File: config.mk
export PLATFORM = sky130hd
export DESIGN_NAME = debug_frame_sender_flat
export DESIGN_NICKNAME = d
export VERILOG_FILES = /design/src/rtl/debug_frame_sender_if.sv /design/src/rtl/debug_frame_sender.sv /design/src/flat_wrapper.sv
export SDC_FILE = /design/constraint.sdc
export NUM_CORES = 1
export LEC_CHECK = 0
export BUFFER_PORTS_ARGS = -buffer_cell sky130_fd_sc_hd__buf_2
export CORE_UTILIZATION = 57
export DETAILED_ROUTE_END_ITERATION = 12
export GPL_TIMING_DRIVEN = 1
export PLACE_DENSITY = 0.92
export SYNTH_ARGS = -nofsm -noshare
export SYNTH_HDL_FRONTEND = slang
export SYNTH_SLANG_ARGS = --single-unit
File: constraint.sdc
create_clock -name clk -period 5.7 [get_ports clk]
set_clock_uncertainty 0.15 [all_clocks]
set_input_delay 0.57 -clock clk [delete_from_list [all_inputs] [get_ports clk]]
set_output_delay 0.57 -clock clk [all_outputs]
set_load 0.01 [all_outputs]
File: src/rtl/debug_frame_sender_if.sv
// debug_frame_sender_if: debug read ports, UART byte handshake and frame request/complete signals
interface debug_frame_sender_if #(
  parameter int NB_DATA     = 32,
  parameter int NB_REG_ADDR = 5,
  parameter int NB_MEM_ADDR = 5
);
  logic                   is_start_send;
  logic [NB_DATA-1:0]     i_clk_count;
  logic [NB_DATA-1:0]     i_pc;
  logic [NB_REG_ADDR-1:0] o_reg_addr;
  logic [NB_DATA-1:0]     i_reg_data;
  logic [NB_MEM_ADDR-1:0] o_mem_addr;
  logic [NB_DATA-1:0]     i_mem_data;
  logic [7:0]             o_tx_data;
  logic                   o_tx_start;
  logic                   is_tx_done;
  logic                   os_done_send;
  logic                   o_busy;
  modport master (
    input  is_start_send, i_clk_count, i_pc, i_reg_data, i_mem_data, is_tx_done,
    output o_reg_addr, o_mem_addr, o_tx_data, o_tx_start, os_done_send, o_busy
  );
  modport slave (
    output is_start_send, i_clk_count, i_pc, i_reg_data, i_mem_data, is_tx_done,
    input  o_reg_addr, o_mem_addr, o_tx_data, o_tx_start, os_done_send, o_busy
  );
endinterface

File: src/rtl/debug_frame_sender.sv
// debug_frame_sender: serializes clk_count, pc, register file and data memory to the UART, MSB byte first
module debug_frame_sender #(
  parameter int NB_REG_ADDR = 5,
  parameter int N_MEM_WORDS = 16,
  parameter int NB_MEM_ADDR = 5
) (
  input  logic clk,
  input  logic rst,
  debug_frame_sender_if.master bus
);
  localparam int NREG = 2 ** NB_REG_ADDR;
  localparam int W = 2 + NREG + N_MEM_WORDS;
  localparam int WB = $clog2(W);
  localparam logic [WB-1:0] MEM_LO = WB'(2 + NREG);
  localparam logic [WB-1:0] LAST = WB'(W - 1);
  typedef enum logic [2:0] {IDLE, LOAD, READ, SEND, WAIT_TX, DONE} state_t;
  state_t state_q, state_d;
  logic [WB-1:0] word_q, word_d;
  logic [1:0] byte_q, byte_d;
  logic [31:0] shift_q, shift_d, cnt_q, cnt_d, pc_q, pc_d;
  logic [NB_REG_ADDR-1:0] reg_addr_q, reg_addr_d;
  logic [NB_MEM_ADDR-1:0] mem_addr_q, mem_addr_d;
  always_ff @(posedge clk)
    if (!rst) begin
      state_q    <= IDLE;
      word_q     <= '0;
      byte_q     <= '0;
      shift_q    <= '0;
      cnt_q      <= '0;
      pc_q       <= '0;
      reg_addr_q <= '0;
      mem_addr_q <= '0;
    end else begin
      state_q    <= state_d;
      word_q     <= word_d;
      byte_q     <= byte_d;
      shift_q    <= shift_d;
      cnt_q      <= cnt_d;
      pc_q       <= pc_d;
      reg_addr_q <= reg_addr_d;
      mem_addr_q <= mem_addr_d;
    end
  always_comb begin
    state_d    = state_q;
    word_d     = word_q;
    byte_d     = byte_q;
    shift_d    = shift_q;
    cnt_d      = cnt_q;
    pc_d       = pc_q;
    reg_addr_d = reg_addr_q;
    mem_addr_d = mem_addr_q;
    case (state_q)
      IDLE: if (bus.is_start_send) begin
        cnt_d   = bus.i_clk_count;
        pc_d    = bus.i_pc;
        word_d  = '0;
        byte_d  = '0;
        state_d = LOAD;
      end
      LOAD: state_d = READ;
      READ: begin
        shift_d = word_q == '0 ? cnt_q : word_q == WB'(1) ? pc_q :
                  word_q < MEM_LO ? bus.i_reg_data : bus.i_mem_data;
        byte_d  = '0;
        state_d = SEND;
      end
      SEND: state_d = WAIT_TX;
      WAIT_TX: if (bus.is_tx_done) begin
        if (byte_q != 2'd3) begin
          byte_d  = byte_q + 2'd1;
          shift_d = shift_q << 8;
          state_d = SEND;
        end else if (word_q != LAST) begin
          word_d  = word_q + WB'(1);
          state_d = LOAD;
        end else
          state_d = DONE;
      end
      DONE: state_d = IDLE;
      default: state_d = IDLE;
    endcase
    // read addresses are registered on entry to LOAD so the RAM sees them one cycle before READ
    if (state_d == LOAD) begin
      reg_addr_d = (word_d >= WB'(2) && word_d < MEM_LO) ? NB_REG_ADDR'(word_d - WB'(2)) : reg_addr_q;
      mem_addr_d = word_d >= MEM_LO ? NB_MEM_ADDR'(word_d - MEM_LO) : mem_addr_q;
    end
  end
  assign bus.o_tx_data    = shift_q[31:24];
  assign bus.o_tx_start   = state_q == SEND;
  assign bus.os_done_send = state_q == DONE;
  assign bus.o_busy       = state_q != IDLE;
  assign bus.o_reg_addr   = reg_addr_q;
  assign bus.o_mem_addr   = mem_addr_q;
endmodule

File: src/flat_wrapper.sv
// flat-port wrapper written by rule: the top's interface ports become plain ports
module debug_frame_sender_flat 
#(
  parameter int NB_REG_ADDR = 5,
  parameter int N_MEM_WORDS = 16,
  parameter int NB_MEM_ADDR = 5
)
  (clk, rst, bus_is_start_send, bus_i_clk_count, bus_i_pc, bus_i_reg_data, bus_i_mem_data, bus_is_tx_done, bus_o_reg_addr, bus_o_mem_addr, bus_o_tx_data, bus_o_tx_start, bus_os_done_send, bus_o_busy);
  debug_frame_sender_if #(.NB_DATA(32), .NB_REG_ADDR(NB_REG_ADDR), .NB_MEM_ADDR(NB_MEM_ADDR)) bus_i ();
  input  logic clk;
  input  logic rst;
  input wire logic [$bits(bus_i.is_start_send)-1:0] bus_is_start_send;
  input wire logic [$bits(bus_i.i_clk_count)-1:0] bus_i_clk_count;
  input wire logic [$bits(bus_i.i_pc)-1:0] bus_i_pc;
  input wire logic [$bits(bus_i.i_reg_data)-1:0] bus_i_reg_data;
  input wire logic [$bits(bus_i.i_mem_data)-1:0] bus_i_mem_data;
  input wire logic [$bits(bus_i.is_tx_done)-1:0] bus_is_tx_done;
  output wire logic [$bits(bus_i.o_reg_addr)-1:0] bus_o_reg_addr;
  output wire logic [$bits(bus_i.o_mem_addr)-1:0] bus_o_mem_addr;
  output wire logic [$bits(bus_i.o_tx_data)-1:0] bus_o_tx_data;
  output wire logic [$bits(bus_i.o_tx_start)-1:0] bus_o_tx_start;
  output wire logic [$bits(bus_i.os_done_send)-1:0] bus_os_done_send;
  output wire logic [$bits(bus_i.o_busy)-1:0] bus_o_busy;
  assign bus_i.is_start_send = bus_is_start_send;
  assign bus_i.i_clk_count = bus_i_clk_count;
  assign bus_i.i_pc = bus_i_pc;
  assign bus_i.i_reg_data = bus_i_reg_data;
  assign bus_i.i_mem_data = bus_i_mem_data;
  assign bus_i.is_tx_done = bus_is_tx_done;
  assign bus_o_reg_addr = bus_i.o_reg_addr;
  assign bus_o_mem_addr = bus_i.o_mem_addr;
  assign bus_o_tx_data = bus_i.o_tx_data;
  assign bus_o_tx_start = bus_i.o_tx_start;
  assign bus_os_done_send = bus_i.os_done_send;
  assign bus_o_busy = bus_i.o_busy;
  debug_frame_sender #(.NB_REG_ADDR(NB_REG_ADDR), .N_MEM_WORDS(N_MEM_WORDS), .NB_MEM_ADDR(NB_MEM_ADDR)) u_core (.clk(clk), .rst(rst), .bus(bus_i));
endmodule
==> results of run 1 <==
## cells in the final DEF (no fill, tap or decap), types with 3 or more instances in the layout
master	instances
bufinv_16	3
a31oi_1	3
mux2i_1	42
a211oi_1	11
a21oi_1	98
nor2_1	28
clkinv_4	3
nor3_1	3
o211ai_1	21
buf_2	152
nand3_1	8
dfxtp_1	117
inv_1	12
clkinvlp_4	3
or4_1	3
xnor2_1	3
a22oi_1	4
clkbuf_16	16
ha_1	6
buf_4	7
o31ai_1	3
o21ai_1	3
nand2_1	197
inv_6	3
o21ai_0	12
a221o_1	21
## cell type report
type                    instances  area (um^2)  share of cell area
well taps                     129          161              0.0236
repair buffers                159          813               0.119
flip-flops and latches        117         2340               0.342
clock inverters                14          175              0.0256
clock buffers                  18          418              0.0611
multi-input cells             500         2890               0.422
inverters                      13         48.8             0.00713
## routing by layer
layer,wire length (um),share of wire
met3,1260,0.082
met4,610,0.040
met1,6210,0.40
met5,0,0
met2,7340,0.48
## worst min path at each step
stage                                               from                        endpoint  slack [ns]  cells after the start
after floorplan           u_core.shift_q[1]$_SDFFE_PN0P_  u_core.shift_q[1]$_SDFFE_PN0P_        0.28                      2
after global placement    u_core.shift_q[3]$_SDFFE_PN0P_  u_core.shift_q[3]$_SDFFE_PN0P_        0.29                      2
after detailed placement  u_core.shift_q[3]$_SDFFE_PN0P_  u_core.shift_q[3]$_SDFFE_PN0P_        0.29                      2
after CTS                                   bus_i_pc[12]    u_core.pc_q[12]$_SDFFE_PN0P_        0.13                      3
after global routing                         bus_i_pc[6]     u_core.pc_q[6]$_SDFFE_PN0P_        0.14                      3
final                                       bus_i_pc[12]    u_core.pc_q[12]$_SDFFE_PN0P_        0.14                      3
## worst max-delay path: cells and delay by family (launching register included)
| kind | cells | cell delay [ns] |
|---|---|---|
| muxes | 3 | 0.86 |
| DFF | 1 | 0.40 |
| and+or+nand+nor | 3 | 1.42 |
| buffers and inverters | 1 | 0.37 |
## cells by family after synthesis
family,after synthesis,share of synthesized area
flip-flops,117,0.424
AND/OR/NAND/NOR,262,0.198
multiplexers,45,0.0846
adder cells (fa/ha/maj),6,0.0136
buffers and inverters,76,0.0595
XOR/XNOR,3,0.00475
AO/OA/AOI/OAI,184,0.216
## stage by stage
step           cell area [um^2]  instances
6_report                   6840        950
2_1_floorplan              5530        693
3_3_place_gp               6250        918
5_1_grt                    6840        950
4_1_cts                    6840        950
3_5_place_dp               6250        918
## registers in the layout (all words and copies together) (netlist names)
name,flops
u_core.cnt_q,32
u_core.pc_q,32
u_core.shift_q,32
u_core.word_q,6
u_core.bus.o_mem_addr,5
u_core.bus.o_reg_addr,5
u_core.state_q,3
u_core.byte_q,2
## where the power goes
group / total, mW / internal, mW / leakage [nW] / switching [mW]
Sequential: 0.898 / 0.866 / 0.953 / 0.0324
Combinational: 0.229 / 0.0884 / 1.84 / 0.140
Clock: 1.06 / 0.669 / 0.282 / 0.394
Total: 2.19 / 1.62 / 3.07 / 0.566
==> results.md, run 1 <==
* Max Root-Sink Buffers at 2
* Residual DRC at 0
* Max Cap Viol at 0
* Root Buffer: clkbuf_8
* Area grow syn2layout at 23.8%
* CTS Buf Count at 17
* Worst r2r path cells at 7
* Gr busiest metal: met2
* Port bufs at 152
* Std-Cell Core Area at 9330 um^2
* Cell Chain, Critical Path: or4b_2 -> buf_4 -> nand2_1 -> mux2i_4 -> nor4_2 -> mux2i_2 -> mux2i_1
* EDFF count, synth at 0
* Met1 usage in global routing at 0.376
* DRT iter0 DRCs at 396
* Synth Instances at 693
* Total gr overflow at 0
* CTS sink cnt at 117
* Worst reg2reg path startpoint: u_core.state_q[2]$_SDFF_PN0_
* Filler cells at 683
* Clk_lat worst skew at 0.52 ns
* Worst EP arrival at 3.60 ns
* Final worst path period share at 0.581
* Initial core utilization at 0.593
* GRT Overall Usage at 0.309
* Post-CTS Setup Bufs at 0
* Share of cells above drive strength 1 at 0.252
* Outcome: finished clean
* FF-to-FF setup slack at 2.39 ns
* Pleak at 3.07 nW
* Vias in the first global route at 5266
* Most used DFF post-synth: dfxtp_1
* Critical Path Source Type: flip-flop
* Setup WS pre-CTS at 2.33 ns
* Commonest cells in the netlist: 198 x nand2_1, 117 x dfxtp_1, 98 x a21oi_1
* M2 GR Usage at 0.520
* Mapped Area at 5530 um^2
* Worst Setup SP: u_core.state_q[2]$_SDFF_PN0_
* Slowest stage cell, crit path: or4b_2
* Die Footprint at 10100 um^2
* Syn nets at 831
* Io pins at 153
* Hold slack at 0.136 ns
* Crit path largest cell delay at 0.72 ns
* Post-synthesis async set-or-reset flop share at 0
* Vias at 5607
* Power per cell area at 320 nW/um^2
* Final core occ at 0.734
* Synth area leader: dfxtp_1
* Critical path class: reg -> reg
* RSZ-0062 raised after global routing: no
* Post-layout power at 2.19 mW
* CTS tree: built
* Setup TNS at 0 ns
* Initial antenna violation count at 0
* Fin crit period at 3.31 ns
* Die Span Y at 101 um
* Ant diodes at 0
* Unique masters post-synth at 49
* Gpl congestion at 0.837
* Worst Path Max Fanout at 69
* # rows at 35
* Class of the worst hold path: in -> reg
* # setup viols final at 0
* Capturing point of the worst reg2reg path: u_core.bus.o_reg_addr[2]$_SDFFE_PN0P_
* CP Capture Point: u_core.bus.o_reg_addr[2]$_SDFFE_PN0P_
* Slew margin rel. at 0.223
* Final WL at 15.4 mm
* Top cells by area, synth: dfxtp_1 42%, nand2_1 13%, a21oi_1 8.9%
* ANT nets after route at 0
* Avg WL per Cell at 16.2 um
* Largest net degree at the start of global routing at 75
* Hold Vio Cnt, Final at 0
* First-pass GRT wire length at 24.3 mm
* Syn_area_per_cell at 7.98 um^2
* CP required at 5.98 ns
* Layout Nets at 946
* Width of the chip at 101 um
* Max-slew violation count at 0
* Final worst slack at 2.39 ns
* Max Freq at 302 MHz
* Synth Warn # at 0
* Yosys reg bits at 117
* Worst-case vdd ir drop at 0.213 mV
* H-tree depth at 4
* 1st-pass router iterations at 5
* # resized after CTS at 0
* Worst-Margin Slew at 1.16 ns
* Most common cell in the netlist: nand2_1
* Clock transition at the registers of the reported paths at 0.06 ns
* M3 GR Usage at 0.0589
* Top cell type's share of synthesized area at 0.424
* Hold Buf Count CTS at 0
* HPWL after detailed placement at 10.4 mm
* Critical Path Sink Type: flip-flop
* Via density per instance at 5.90
* Register area share after synthesis at 0.424
Power figures use the tool's default switching activity.
==> inputs of run 2 (changes only) <==
--- a/config.mk
+++ b/config.mk
@@ -6,10 +6,10 @@
 export NUM_CORES = 1
 export LEC_CHECK = 0
 export BUFFER_PORTS_ARGS = -buffer_cell sky130_fd_sc_hd__buf_2
-export CORE_UTILIZATION = 57
+export CORE_UTILIZATION = 53
 export DETAILED_ROUTE_END_ITERATION = 12
 export GPL_TIMING_DRIVEN = 1
-export PLACE_DENSITY = 0.92
+export PLACE_DENSITY = 0.87
 export SYNTH_ARGS = -nofsm -noshare
 export SYNTH_HDL_FRONTEND = slang
 export SYNTH_SLANG_ARGS = --single-unit
==> constraint.sdc (replaced) <==
create_clock -name clk -period 3.2 [get_ports clk]
set_clock_uncertainty 0.15 [all_clocks]
set_input_delay 0.32 -clock clk [delete_from_list [all_inputs] [get_ports clk]]
set_output_delay 0.32 -clock clk [all_outputs]
set_load 0.01 [all_outputs]
==> run 2 against run 1 <==
Against the previous run: combinational power rose by 110%; cell count rose by 7.6%; clock power up 74%; clock-buffer cell count did not move; via count up 5.4%; maximum frequency rose by 14%; global-route usage increased by 1.5 points; flip-flop and latch count unchanged; design area grew 9.9%; largest cell class unchanged; largest power group unchanged; highest routed layer unchanged.
==> results.md, run 2 (same netlist as run 1, synthesis figures left out) <==
* Setup TNS at 0 ns
* Largest net degree at the start of global routing at 44
* Outcome: finished clean
* Max Cap Viol at 0
* Class of the worst hold path: in -> reg
* Fin crit period at 2.91 ns
* WP depth at 8
* Std-Cell Core Area at 9950 um^2
* CTS Buf Count at 17
* Hold Vio Cnt, Final at 0
* Crit path largest cell delay at 0.46 ns
* Width of the chip at 104 um
* # setup viols final at 0
* FF-to-FF setup slack at 0.29 ns
* Slowest stage cell, crit path: mux2i_2
* CP delay by family, top: multiplexers
* ANT nets after route at 0
* Worst Hold End: u_core.state_q[0]$_SDFF_PN0_
* Vias in the first global route at 5829
* Share of cells above drive strength 1 at 0.240
* Layout Cells excl Fill at 1022
* Placed inst area at 6300 um^2
* Filler cells at 659
* Setup WS pre-CTS at 0.340 ns
* Final worst slack at 0.292 ns
* Max Root-Sink Buffers at 2
* Final WL at 17.6 mm
* Min-Delay Path Depth at 3
* Die Span Y at 104 um
* DRT iter0 DRCs at 464
* Critical path class: reg -> reg
* GRT Overall Usage at 0.324
* Pleak at 3.35 nW
* Worst reg2reg path startpoint: u_core.word_q[1]$_SDFF_PN0_
* Biggest regs: u_core.cnt_q (32), u_core.pc_q (32), u_core.shift_q (32)
* RSZ-0062 raised after global routing: no
* Capturing point of the worst reg2reg path: u_core.bus.o_reg_addr[1]$_SDFFE_PN0P_
* 1st-pass router iterations at 6
* Residual DRC at 0
* # rows at 36
* Root Buffer: clkbuf_8
* Cell Chain, Critical Path: inv_1 -> ha_1 -> and3_1 -> a211o_4 -> mux2i_4 -> nor4_2 -> mux2i_2 -> mux2i_1
* Clk_lat worst skew at 0.51 ns
* Power per cell area at 523 nW/um^2
* Worst Path Max Fanout at 6
* Worst path bufs/invs at 1
* Total gr overflow at 0
* Most common cell after layout, fill and taps aside: nand2_1
* HPWL after detailed placement at 10.7 mm
* Layout Nets at 1014
* Placed Cells incl. Taps at 926
* Gpl congestion at 0.924
* Die Footprint at 10800 um^2
* Worst r2r path cells at 8
* CP required at 3.49 ns
* Initial antenna violation count at 0
* Critical Path Sink Type: flip-flop
* Io pins at 153
* Critical Path Source Type: flip-flop
* CTS tree: built
* Worst-Margin Slew at 0.856 ns
* Max-slew violation count at 0
* HP Start: bus_is_start_send
* Slew margin rel. at 0.429
* Port bufs at 152
* Max Freq at 344 MHz
* Worst-case vdd ir drop at 0.396 mV
* Finished Cell Area at 7520 um^2
* Final worst path period share at 0.909
* Clock transition at the registers of the reported paths at 0.06 ns
* Vias at 5911
* Avg WL per Cell at 17.2 um
* CTS sink cnt at 117
* Ant diodes at 0
* H-tree depth at 4
* # resized after CTS at 0
* Area grow syn2layout at 36.0%
* Worst EP arrival at 3.20 ns
* Commonest cells after routing, fill and taps aside: 197 x nand2_1, 152 x buf_2, 117 x dfxtp_1
* Initial core utilization at 0.556
* Via density per instance at 5.78
* First-pass GRT wire length at 28.1 mm
==> run 2: power by group <==
| group | switching [mW] | internal (mW) |
|---|---|---|
| logic | 0.276 | 0.214 |
| clock network | 0.708 | 1.13 |
| registers | 0.0599 | 1.54 |
==> run 2: worst register-to-register path, stage by stage, from the launching register on <==
cell	delay, ns
dfxtp_1	0.44
inv_1	0.10
ha_1	0.22
and3_1	0.18
a211o_4	0.39
mux2i_4	0.22
nor4_2	0.44
mux2i_2	0.46
mux2i_1	0.23
==> run 2: area by class of cell <==
class | count | area [um^2] | share of cell area
tap | 133 | 166 | 0.0221
sequential | 117 | 2340 | 0.311
multi-input combinational | 500 | 2890 | 0.384
clock inverter | 14 | 153 | 0.0203
inverter | 13 | 48.8 | 0.00649
timing repair buffer | 227 | 1500 | 0.199
clock buffer | 18 | 428 | 0.0569
==> run 2: metal layers <==
layer,vias up,part of all wire,GRT usage
met4,0,0.039,0.166
met3,66,0.081,0.0633
li1,2765,-,-
met5,-,0,0
met1,2732,0.38,0.372
met2,348,0.50,0.570
==> run 2: timing repair <==
action / CTS / global route
endpoints found under the hold margin: 64 / 0
buffers inserted: 0 / 0
hold buffers: 64 / 0
==> run 2: worst max-delay path by stage <==
stage | start | end | slack (ns)
finish | u_core.word_q[1]$_SDFF_PN0_ | u_core.bus.o_reg_addr[1]$_SDFFE_PN0P_ | 0.29
floorplan | u_core.word_q[1]$_SDFF_PN0_ | u_core.bus.o_reg_addr[0]$_SDFFE_PN0P_ | 0.62
CTS | u_core.word_q[1]$_SDFF_PN0_ | u_core.bus.o_reg_addr[2]$_SDFFE_PN0P_ | 0.33
detailed placement | u_core.word_q[1]$_SDFF_PN0_ | u_core.bus.o_reg_addr[2]$_SDFFE_PN0P_ | 0.34
global placement | u_core.word_q[1]$_SDFF_PN0_ | u_core.bus.o_reg_addr[3]$_SDFFE_PN0P_ | 0.46
global route | u_core.state_q[2]$_SDFF_PN0_ | u_core.bus.o_reg_addr[2]$_SDFFE_PN0P_ | 0.08
==> run 2: through the flow <==
| stage | total power, mW | hold WS [ns] | util |
|---|---|---|---|
| 2_1_floorplan | 1.87 | 0.276 | - |
| 3_5_place_dp | 2.03 | 0.298 | 0.633 |
| 3_3_place_gp | 2.02 | 0.285 | 0.633 |
| 6_report | 3.93 | 0.0611 | 0.756 |
| 4_1_cts | 3.91 | 0.0543 | 0.756 |
| 5_1_grt | 4.05 | 0.0943 | 0.756 |
